--- config.mk ---
export PLATFORM = sky130hd
export DESIGN_NAME = lim_mem_sequencer
export DESIGN_NICKNAME = d
export VERILOG_FILES = /design/src/rtl/lim_mem_sequencer_pkg.sv /design/src/rtl/lim_rr_arb2.sv /design/src/rtl/lim_mem_sequencer.sv
export SDC_FILE = /design/constraint.sdc
export NUM_CORES = 1
export LEC_CHECK = 0
export ABC_AREA = 1
export CORE_MARGIN = 8
export CORE_UTILIZATION = 30
export DETAILED_ROUTE_END_ITERATION = 12
export PLACE_DENSITY_LB_ADDON = 0.25
export SYNTH_ARGS = -nofsm -noshare
export SYNTH_HDL_FRONTEND = slang
export SYNTH_HIERARCHICAL = 1
export SYNTH_SLANG_ARGS = --single-unit
--- constraint.sdc ---
create_clock -name clk_i -period 3.9 [get_ports clk_i]
set_clock_uncertainty 0.15 [all_clocks]
set_input_delay 0.39 -clock clk_i [delete_from_list [all_inputs] [get_ports clk_i]]
set_output_delay 0.39 -clock clk_i [all_outputs]
set_load 0.005 [all_outputs]
--- src/rtl/lim_mem_sequencer_pkg.sv ---
// Shared types for the racetrack LiM sequencer: function codes, FSM states and the latched command.
// Optional feature macro used by the top: LIM_SEQ_TIMEOUT_EN.
package racetrack_defines;

    localparam int LIM_ADDR_WIDTH  = 8;
    localparam int LIM_FUNCT_WIDTH = 8;

    localparam logic [LIM_FUNCT_WIDTH-1:0] FUNCT_NULL = 8'd0;
    localparam logic [LIM_FUNCT_WIDTH-1:0] FUNCT_XOR  = 8'd1;
    localparam logic [LIM_FUNCT_WIDTH-1:0] FUNCT_AND  = 8'd2;
    localparam logic [LIM_FUNCT_WIDTH-1:0] FUNCT_OR   = 8'd3;

    typedef enum logic [2:0] {
        IDLE  = 3'd0,
        ISSUE = 3'd1,
        WAIT  = 3'd2,
        RESP  = 3'd3,
        GAP   = 3'd4
    } seq_state_t;

    typedef struct packed {
        logic [LIM_ADDR_WIDTH-1:0]  addr;
        logic                       we;
        logic [3:0]                 be;
        logic [31:0]                wdata;
        logic [31:0]                mask;
        logic [LIM_FUNCT_WIDTH-1:0] funct;
    } lim_cmd_t;

endpackage

--- src/rtl/lim_rr_arb2.sv ---
// Two-input round-robin arbiter; rr_last remembers the last winner and moves only on i_update.
module lim_rr_arb2
    import racetrack_defines::*;
(
    input  logic       i_clk,
    input  logic       i_rst,
    input  logic [1:0] i_req,
    input  logic       i_update,
    output logic [1:0] o_gnt
);

    logic r_rr_last;

    // NOTE: every output of an always_comb gets a default first so no path leaves it unassigned (no latch).
    always_comb begin
        o_gnt = i_req;
        if (i_req == 2'b11) begin
            o_gnt = r_rr_last ? 2'b01 : 2'b10;
        end
    end

    // Reset to 1 so port 0 wins the first tie.
    always_ff @(posedge i_clk or posedge i_rst) begin
        if (i_rst) begin
            r_rr_last <= 1'b1;
        end else if (i_update) begin
            r_rr_last <= o_gnt[1];
        end
    end

endmodule

--- src/rtl/lim_mem_sequencer.sv ---
// Two-port arbiter and one-at-a-time transaction sequencer in front of the racetrack LiM datapath.
// Define LIM_SEQ_TIMEOUT_EN to enable the WAIT watchdog and the pN_err_o reporting.
module lim_mem_sequencer
    import racetrack_defines::*;
#(
    parameter int ADDR_WIDTH     = LIM_ADDR_WIDTH,
    parameter int FUNCT_WIDTH    = LIM_FUNCT_WIDTH,
    parameter int GAP_CYCLES     = 1,
    parameter int TIMEOUT_CYCLES = 64
) (
    input  logic                   clk_i,
    input  logic                   rst_i,
    input  logic                   p0_req_i,
    output logic                   p0_gnt_o,
    input  logic [ADDR_WIDTH-1:0]  p0_addr_i,
    input  logic                   p0_we_i,
    input  logic [3:0]             p0_be_i,
    input  logic [31:0]            p0_wdata_i,
    input  logic [31:0]            p0_mask_i,
    input  logic [FUNCT_WIDTH-1:0] p0_funct_i,
    output logic [31:0]            p0_rdata_o,
    output logic                   p0_rvalid_o,
    output logic                   p0_err_o,
    input  logic                   p1_req_i,
    output logic                   p1_gnt_o,
    input  logic [ADDR_WIDTH-1:0]  p1_addr_i,
    input  logic                   p1_we_i,
    input  logic [3:0]             p1_be_i,
    input  logic [31:0]            p1_wdata_i,
    input  logic [31:0]            p1_mask_i,
    input  logic [FUNCT_WIDTH-1:0] p1_funct_i,
    output logic [31:0]            p1_rdata_o,
    output logic                   p1_rvalid_o,
    output logic                   p1_err_o,
    output logic                   en_ab_o,
    output logic [ADDR_WIDTH-1:0]  ADDR_o,
    output logic [3:0]             be_b_o,
    output logic [31:0]            write_i_data_o,
    output logic                   write_en_data_o,
    output logic [31:0]            mask_o,
    output logic [FUNCT_WIDTH-1:0] funct_o,
    output logic                   range_active_o,
    input  logic [31:0]            r_data_i,
    input  logic                   r_valid_i
);

    seq_state_t r_state;
    lim_cmd_t   r_cmd;
    logic       r_owner;
    logic       r_valid_q;
    logic [31:0] r_data;
    logic [3:0] r_gap_cnt;
    logic       r_p0_rvalid;
    logic       r_p1_rvalid;

    logic [1:0] w_req;
    logic [1:0] w_sel;
    logic       w_grant;
    logic       w_edge;
    lim_cmd_t   w_req_cmd;

    assign w_req   = {p1_req_i, p0_req_i};
    assign w_grant = (r_state == IDLE) && (w_req != 2'b00);
    assign w_edge  = r_valid_i & ~r_valid_q;

    lim_rr_arb2 u_arb (
        .i_clk    (clk_i),
        .i_rst    (rst_i),
        .i_req    (w_req),
        .i_update (w_grant),
        .o_gnt    (w_sel)
    );

    always_comb begin
        w_req_cmd = '{addr: p0_addr_i, we: p0_we_i, be: p0_be_i, wdata: p0_wdata_i,
                      mask: p0_mask_i, funct: p0_funct_i};
        if (w_sel[1]) begin
            w_req_cmd = '{addr: p1_addr_i, we: p1_we_i, be: p1_be_i, wdata: p1_wdata_i,
                          mask: p1_mask_i, funct: p1_funct_i};
        end
    end

`ifdef LIM_SEQ_TIMEOUT_EN
    localparam int TO_W = $clog2(TIMEOUT_CYCLES + 1);
    localparam logic [TO_W-1:0] TO_LAST = TO_W'(TIMEOUT_CYCLES - 1);
    logic [TO_W-1:0] r_wait_cnt;
    logic            r_err;
`endif

    // NOTE: sequential state uses non-blocking assignments so every flop samples pre-edge values.
    always_ff @(posedge clk_i or posedge rst_i) begin
        if (rst_i) begin
            r_state     <= IDLE;
            r_cmd       <= '0;
            r_owner     <= 1'b0;
            r_valid_q   <= 1'b0;
            r_data      <= '0;
            r_gap_cnt   <= '0;
            r_p0_rvalid <= 1'b0;
            r_p1_rvalid <= 1'b0;
`ifdef LIM_SEQ_TIMEOUT_EN
            r_wait_cnt  <= '0;
            r_err       <= 1'b0;
`endif
        end else begin
            r_valid_q   <= r_valid_i;
            r_p0_rvalid <= 1'b0;
            r_p1_rvalid <= 1'b0;
            case (r_state)
                IDLE: begin
                    if (w_grant) begin
                        r_cmd   <= w_req_cmd;
                        r_owner <= w_sel[1];
                        r_data  <= '0;
`ifdef LIM_SEQ_TIMEOUT_EN
                        r_err   <= 1'b0;
`endif
                        // An all-zero byte enable never touches the datapath.
                        r_state <= (w_req_cmd.be == 4'b0000) ? RESP : ISSUE;
                    end
                end
                ISSUE: begin
`ifdef LIM_SEQ_TIMEOUT_EN
                    r_wait_cnt <= '0;
`endif
                    r_state <= WAIT;
                end
                WAIT: begin
                    if (w_edge) begin
                        r_data  <= r_data_i;
                        r_state <= RESP;
                    end
`ifdef LIM_SEQ_TIMEOUT_EN
                    else if (r_wait_cnt == TO_LAST) begin
                        r_err   <= 1'b1;
                        r_state <= RESP;
                    end else begin
                        r_wait_cnt <= r_wait_cnt + 1'b1;
                    end
`endif
                end
                RESP: begin
                    r_p0_rvalid <= ~r_owner;
                    r_p1_rvalid <= r_owner;
                    r_gap_cnt   <= '0;
                    r_state     <= GAP;
                end
                GAP: begin
                    if (r_gap_cnt == 4'(GAP_CYCLES - 1)) begin
                        r_state <= IDLE;
                    end else begin
                        r_gap_cnt <= r_gap_cnt + 4'd1;
                    end
                end
                default: r_state <= IDLE;
            endcase
        end
    end

    // Grant is combinational off the arbiter, so it must be forced low while reset is held.
    assign p0_gnt_o = ~rst_i & w_grant & w_sel[0];
    assign p1_gnt_o = ~rst_i & w_grant & w_sel[1];

    assign p0_rvalid_o = r_p0_rvalid;
    assign p1_rvalid_o = r_p1_rvalid;
    assign p0_rdata_o  = r_p0_rvalid ? r_data : 32'd0;
    assign p1_rdata_o  = r_p1_rvalid ? r_data : 32'd0;

`ifdef LIM_SEQ_TIMEOUT_EN
    assign p0_err_o = r_p0_rvalid & r_err;
    assign p1_err_o = r_p1_rvalid & r_err;
`else
    assign p0_err_o = 1'b0;
    assign p1_err_o = 1'b0;
`endif

    assign en_ab_o         = (r_state == ISSUE);
    assign ADDR_o          = r_cmd.addr;
    assign be_b_o          = r_cmd.be;
    assign write_i_data_o  = r_cmd.wdata;
    assign write_en_data_o = r_cmd.we;
    assign mask_o          = r_cmd.mask;
    assign funct_o         = r_cmd.funct;
    assign range_active_o  = 1'b0;

endmodule

==> results of run 1 <==
[layer usage]
metal	vias up	wire, um	part of all wire
li1	3216	-	-
met1	2847	9300	0.39
met2	252	11400	0.47
met3	33	2920	0.12
met4	6	446	0.019
met5	-	35	0.0015
[cell families after synthesis]
kind of cell               count (synthesis)  synth area share
buffers and inverters                    164             0.105
xor gates and xnor gates                   2           0.00268
DFF                                      129             0.494
other                                      1          0.000573
adders and majority gates                  2           0.00382
AOI/OAI and AO/OA                        121             0.158
and+or+nand+nor                          402             0.236
[where the power goes]
group          switching, mW  total, mW  internal, mW
logic                   1.42       2.99          1.57
clock network          0.655       1.80          1.15
registers              0.422       2.36          1.94
total                   2.50       7.15          4.66
[synth_stat cells (2+ instances only)]
cell      number
nand2_1      215
ha_1           2
buf_1          2
nand3_1        8
nor2_4         2
buf_2         14
o31ai_1       37
inv_1        112
xor2_1         2
buf_6          6
nor2_1       173
dfrtp_1      128
buf_4          3
o31ai_2       44
o21ai_0       36
clkbuf_1      26
[state kept, by name, summed over array words and instances, names as in the netlist, 3 cells and up]
name and cells:
ADDR_o 8, be_b_o 4, funct_o 8, mask_o 32, r_data 32, r_gap_cnt 4, r_state 3, write_i_data_o 32
[area by class of cell]
type                       count  share of cell area
antenna                        1            0.000228
clock buffer                  18              0.0390
clock inverter                14              0.0205
inverter                     113              0.0394
multi-input combinational    530               0.240
sequential                   129               0.294
tap                          280              0.0319
timing repair buffer         368               0.336
[worst max-delay path by stage]
stage	end	depth (start not counted)	slack, ps	start
floorplan	p0_gnt_o	3	920	rst_i
global placement	p1_gnt_o	6	1290	p1_req_i
detailed placement	p1_gnt_o	6	1270	p1_req_i
CTS	p1_rdata_o[4]	3	1080	p1_rvalid_o$_DFF_PP0_
global route	p1_rdata_o[9]	3	960	p1_rvalid_o$_DFF_PP0_
finish	p1_rdata_o[4]	3	1130	p1_rvalid_o$_DFF_PP0_
[critical path: stages, from the launching register on]
cell and delay, ps:
dfrtp_1 1060, nand2_1 150, inv_1 90, clkdlybuf4s50_1 500
==> flow_summary.ini, run 1 <==
[status]
status = completed

[drt]
drt-pass1-iter-count = 7
drc = 0
wl_per_cell_um = 16.6
routed_wl_mm = 24.1
vias = 6354
drtIter0Drc = 276
ant_nets = 0
drt-vias-per-instance = 4.37

[cells_and_area]
final_common_cell = clkdlybuf4s50_1
design_area_um2 = 11000
multi_input_area_um2 = 2630
fill_cells = 2118
layout_common_cells = clkdlybuf4s50_1 (360), nand2_1 (215), nor2_1 (173)
drive_above_1_share = 0.0776
finalNetCount = 1368
area_growth_pct = 68.0
fin_util = 0.508
ff_latch_area_um2 = 3230
instances_no_fill = 1453

[global_routing]
overflow = 0
grt_pass1_vias = 6526
busiest_layer = met2
grt_pass1_wl_mm = 36.3
grtUsageMet1 = 0.189
gr-usage-met3 = 0.0897
antenna_found_initial = 3
grt_max_degree = 167
grt_util_all_layers = 0.176
use_met2 = 0.296

[worst_setup_path]
reg2reg_to = mask_o[10]$_DFFE_PP0P_
crit_type = register to output pin
reg2reg_slack_ps = 1740
rr_worst_depth = 6
end_kind = output pin
critPathMaxFanout = 33
cp.arrival_ps = 2230
cp-start-kind = register
required_ps = 3360
worstReg2RegStart = u_arb/r_rr_last$_DFFE_PP1P_

[timing]
slew_headroom = 0.273
worst_slew_pin_slew_ps = 1090
finalWorstSetupSlack_ps = 1130
finalHoldViolations = 0
rsz0062_at_grt = false
tns_ps = 0
timing.final.crit_share = 0.710
setup_viol = 0
final-max-slew-violation-count = 0
period_minus_slack_ps = 2770
whs_ps = 262
clock.fmax_mhz = 361

[placed_design]
place_inst = 1420
dp_hpwl_mm = 18.0
post-place-ws_ps = 1270
place_area_um2 = 10300
place_congestion = 0.804
numPortBuffers = 360

[pwr]
power.total_mw = 7.15
p_leak_nw = 5.31
max-vdd-ir-drop_mv = 0.450
p_per_area_nw_per_um2 = 651

[yosys]
synth_area_um2 = 6540
synth_cells = 821
synth_edf_count = 0
synth_top_area_cell = dfrtp_1
synth.area.top_cells = dfrtp_1 (49%), nand2_1 (12%), nor2_1 (9.9%)
ys_warn_count = 6
synth_seq_cells = 129
ys_types = 27
yosys.area.top_type_share = 0.490
ys_seq_area_frac = 0.494
avgSynthCellArea_um2 = 7.97
async_reset_ff_frac = 1.00
synth_ff_type = dfrtp_1

[job]
cap_violations = 0

[clock_network]
root_buffer = clkbuf_16
cts_resized = 0
cts_setup_buffers = 0
clkTransAtPathRegs_ps = 60
cts_tree = built
clock-sinks = 129
cts_buffer_depth = 2
numCtsBuffers = 17
cts_hold_buf = 0
clk-insertion-delay-late_ps = 420
htreeDepth = 4

[floorplan]
fp.dieH_um = 164
initial_core_util = 0.303
die_area_um2 = 26800
io_pins = 364
rows = 54
core_area_um2 = 21600
die_x_um = 164

[min_path]
hold_class = primary input to asynchronous set/reset pin
Note: power is estimated with default switching activity, not from simulation.
==> run 2: changes to the inputs <==
clock period = 2.9 ns   (was 3.9 ns; I/O delays follow)
==> run 2 against run 1 <==
Against the previous run:
- setup slack got worse by 660 ps
- non-clock buffer count increased by 4
- first-iteration DRC count rose by 54%
- global-route usage down 0.23 points
- final cell count up 0.28%
- routed wire length is 0.74% lower
- cell area grew 0.10%
- power rose by 33%
- clock power grew 26%
- die area stayed put
- largest cell class unchanged
- combinational power grew 38%
==> flow_summary.ini, run 2 (synthesis gave the netlist of run 1 again) <==
[status]
status = completed

[drt]
wl_per_cell_um = 16.4
drt-vias-per-instance = 4.40
drtIter0Drc = 424
routed_wl_mm = 23.9
vias = 6410
drt-pass1-iter-count = 4
ant_nets = 0
drc = 0

[placed_design]
dp_hpwl_mm = 17.9
place_area_um2 = 10400
numPortBuffers = 360
place_congestion = 0.778

[cells_and_area]
design_area_um2 = 11000
layout_common_cells = clkdlybuf4s50_1 (360), nand2_1 (215), nor2_1 (173)
area_growth_pct = 68.2
final_common_cell = clkdlybuf4s50_1
finalNetCount = 1372
drive_above_1_share = 0.0808

[clock_network]
cts_setup_buffers = 0
clkTransAtPathRegs_ps = 60
numCtsBuffers = 17
cts_buffer_depth = 2
htreeDepth = 4
clk-insertion-delay-late_ps = 410
clock-sinks = 129
cts_hold_buf = 0
cts_resized = 0
root_buffer = clkbuf_16
cts_tree = built

[timing]
setup_viol = 0
timing.final.crit_share = 0.837
finalHoldViolations = 0
tns_ps = 0
worst_slew_pin_slew_ps = 853
rsz0062_at_grt = false
period_minus_slack_ps = 2430
slew_headroom = 0.432
clock.fmax_mhz = 412
final-max-slew-violation-count = 0

[worst_setup_path]
cp.arrival_ps = 1990
cp-start-kind = register
crit_top_cell = nor2_4
path_cells = nor2_4, nand2_2, nor2_4, buf_4, inv_6, nor2_1, clkdlybuf4s50_1
reg2reg_slack_ps = 820
required_ps = 2460
reg2reg_to = mask_o[15]$_DFFE_PP0P_
worstReg2RegStart = r_state[1]$_DFFE_PP0P_
crit_type = register to output pin
startpoint = r_state[0]$_DFFE_PP0P_
critPathCapture = p0_gnt_o
cp_top_family = buffers and inverters
critPathMaxFanout = 8
rr_worst_depth = 8
cp_num_cells = 7
slowest_stage = clkdlybuf4s50_1
crit_buf_inv = 3
end_kind = output pin
critPathMaxStageDelay_ps = 520

[job]
cap_violations = 0

[global_routing]
grt_util_all_layers = 0.174
grt_pass1_wl_mm = 36.1
antenna_found_initial = 4
grt_pass1_vias = 6381
overflow = 0
grt_max_degree = 167

[floorplan]
core_area_um2 = 21600
fp.dieH_um = 164
die_x_um = 164
die_area_um2 = 26800
io_pins = 364
initial_core_util = 0.303
rows = 54

[pwr]
p_per_area_nw_per_um2 = 863
power.total_mw = 9.50
p_leak_nw = 5.32
max-vdd-ir-drop_mv = 0.673

[min_path]
hold_class = primary input to asynchronous set/reset pin
[run 2: changes by cell type in the layout (fill, tap and decap cells not counted)]
cell and change:
clkinvlp_4 +1, inv_6 -3, inv_8 -1, clkbuf_8 +3, buf_12 +1, bufinv_16 -2
buf_4 +3, clkinv_4 +2
[run 2: routing by layer]
metal | part of all wire | global-route usage
met4 | 0.016 | 0.0558
met1 | 0.39 | 0.194
met5 | 0.0019 | 0
met3 | 0.11 | 0.0814
met2 | 0.48 | 0.290
[run 2: per-stage QoR]
stage | worst slack [ps] | cells | hold slack (ps) | utilization
final | 473 | 1457 | 178 | 0.509
after global routing | 357 | 1456 | 170 | 0.509
after CTS | 432 | 1456 | 172 | 0.509
after detailed placement | 426 | 1424 | 262 | 0.480
after global placement | 515 | 1424 | 270 | 0.480
after floorplan | 119 | 823 | 29.7 | -
[run 2: worst min path at each step]
| stage | startpoint | end | depth (start not counted) |
|---|---|---|---|
| final | rst_i | u_arb/r_rr_last$_DFFE_PP1P_ | 2 |
| after global routing | rst_i | u_arb/r_rr_last$_DFFE_PP1P_ | 2 |
| after CTS | rst_i | u_arb/r_rr_last$_DFFE_PP1P_ | 2 |
| after detailed placement | r_owner$_DFFE_PP0P_ | p0_rvalid_o$_DFF_PP0_ | 1 |
| after global placement | r_owner$_DFFE_PP0P_ | p0_rvalid_o$_DFF_PP0_ | 1 |
| after floorplan | rst_i | u_arb/r_rr_last$_DFFE_PP1P_ | 1 |
[run 2: cell type report]
| class | count | area, um2 |
|---|---|---|
| inverters | 113 | 433 |
| repair buffers | 372 | 3730 |
| multi-input cells | 530 | 2630 |
| flip-flops and latches | 129 | 3230 |
| clock buffers | 21 | 470 |
| well taps | 280 | 350 |
| diodes | 1 | 2.50 |
| clock inverters | 11 | 153 |
| fillers | 2102 | 10600 |
[run 2: where the power goes]
part	internal (mW)	total (mW)	leakage (nW)	switching, mW
sequential	2.61	3.11	1.63	0.500
combinational	2.13	4.12	3.40	1.99
clock	1.43	2.26	0.296	0.834
total	6.17	9.50	5.32	3.32
[run 2: worst reg2reg max path, stage by stage, from the launching register on]
cell	delay, ps
dfrtp_1	430
inv_1	110
nand2_2	100
nor2_4	30
buf_4	170
inv_6	60
buf_12	470
nand2_1	360
o31ai_2	100
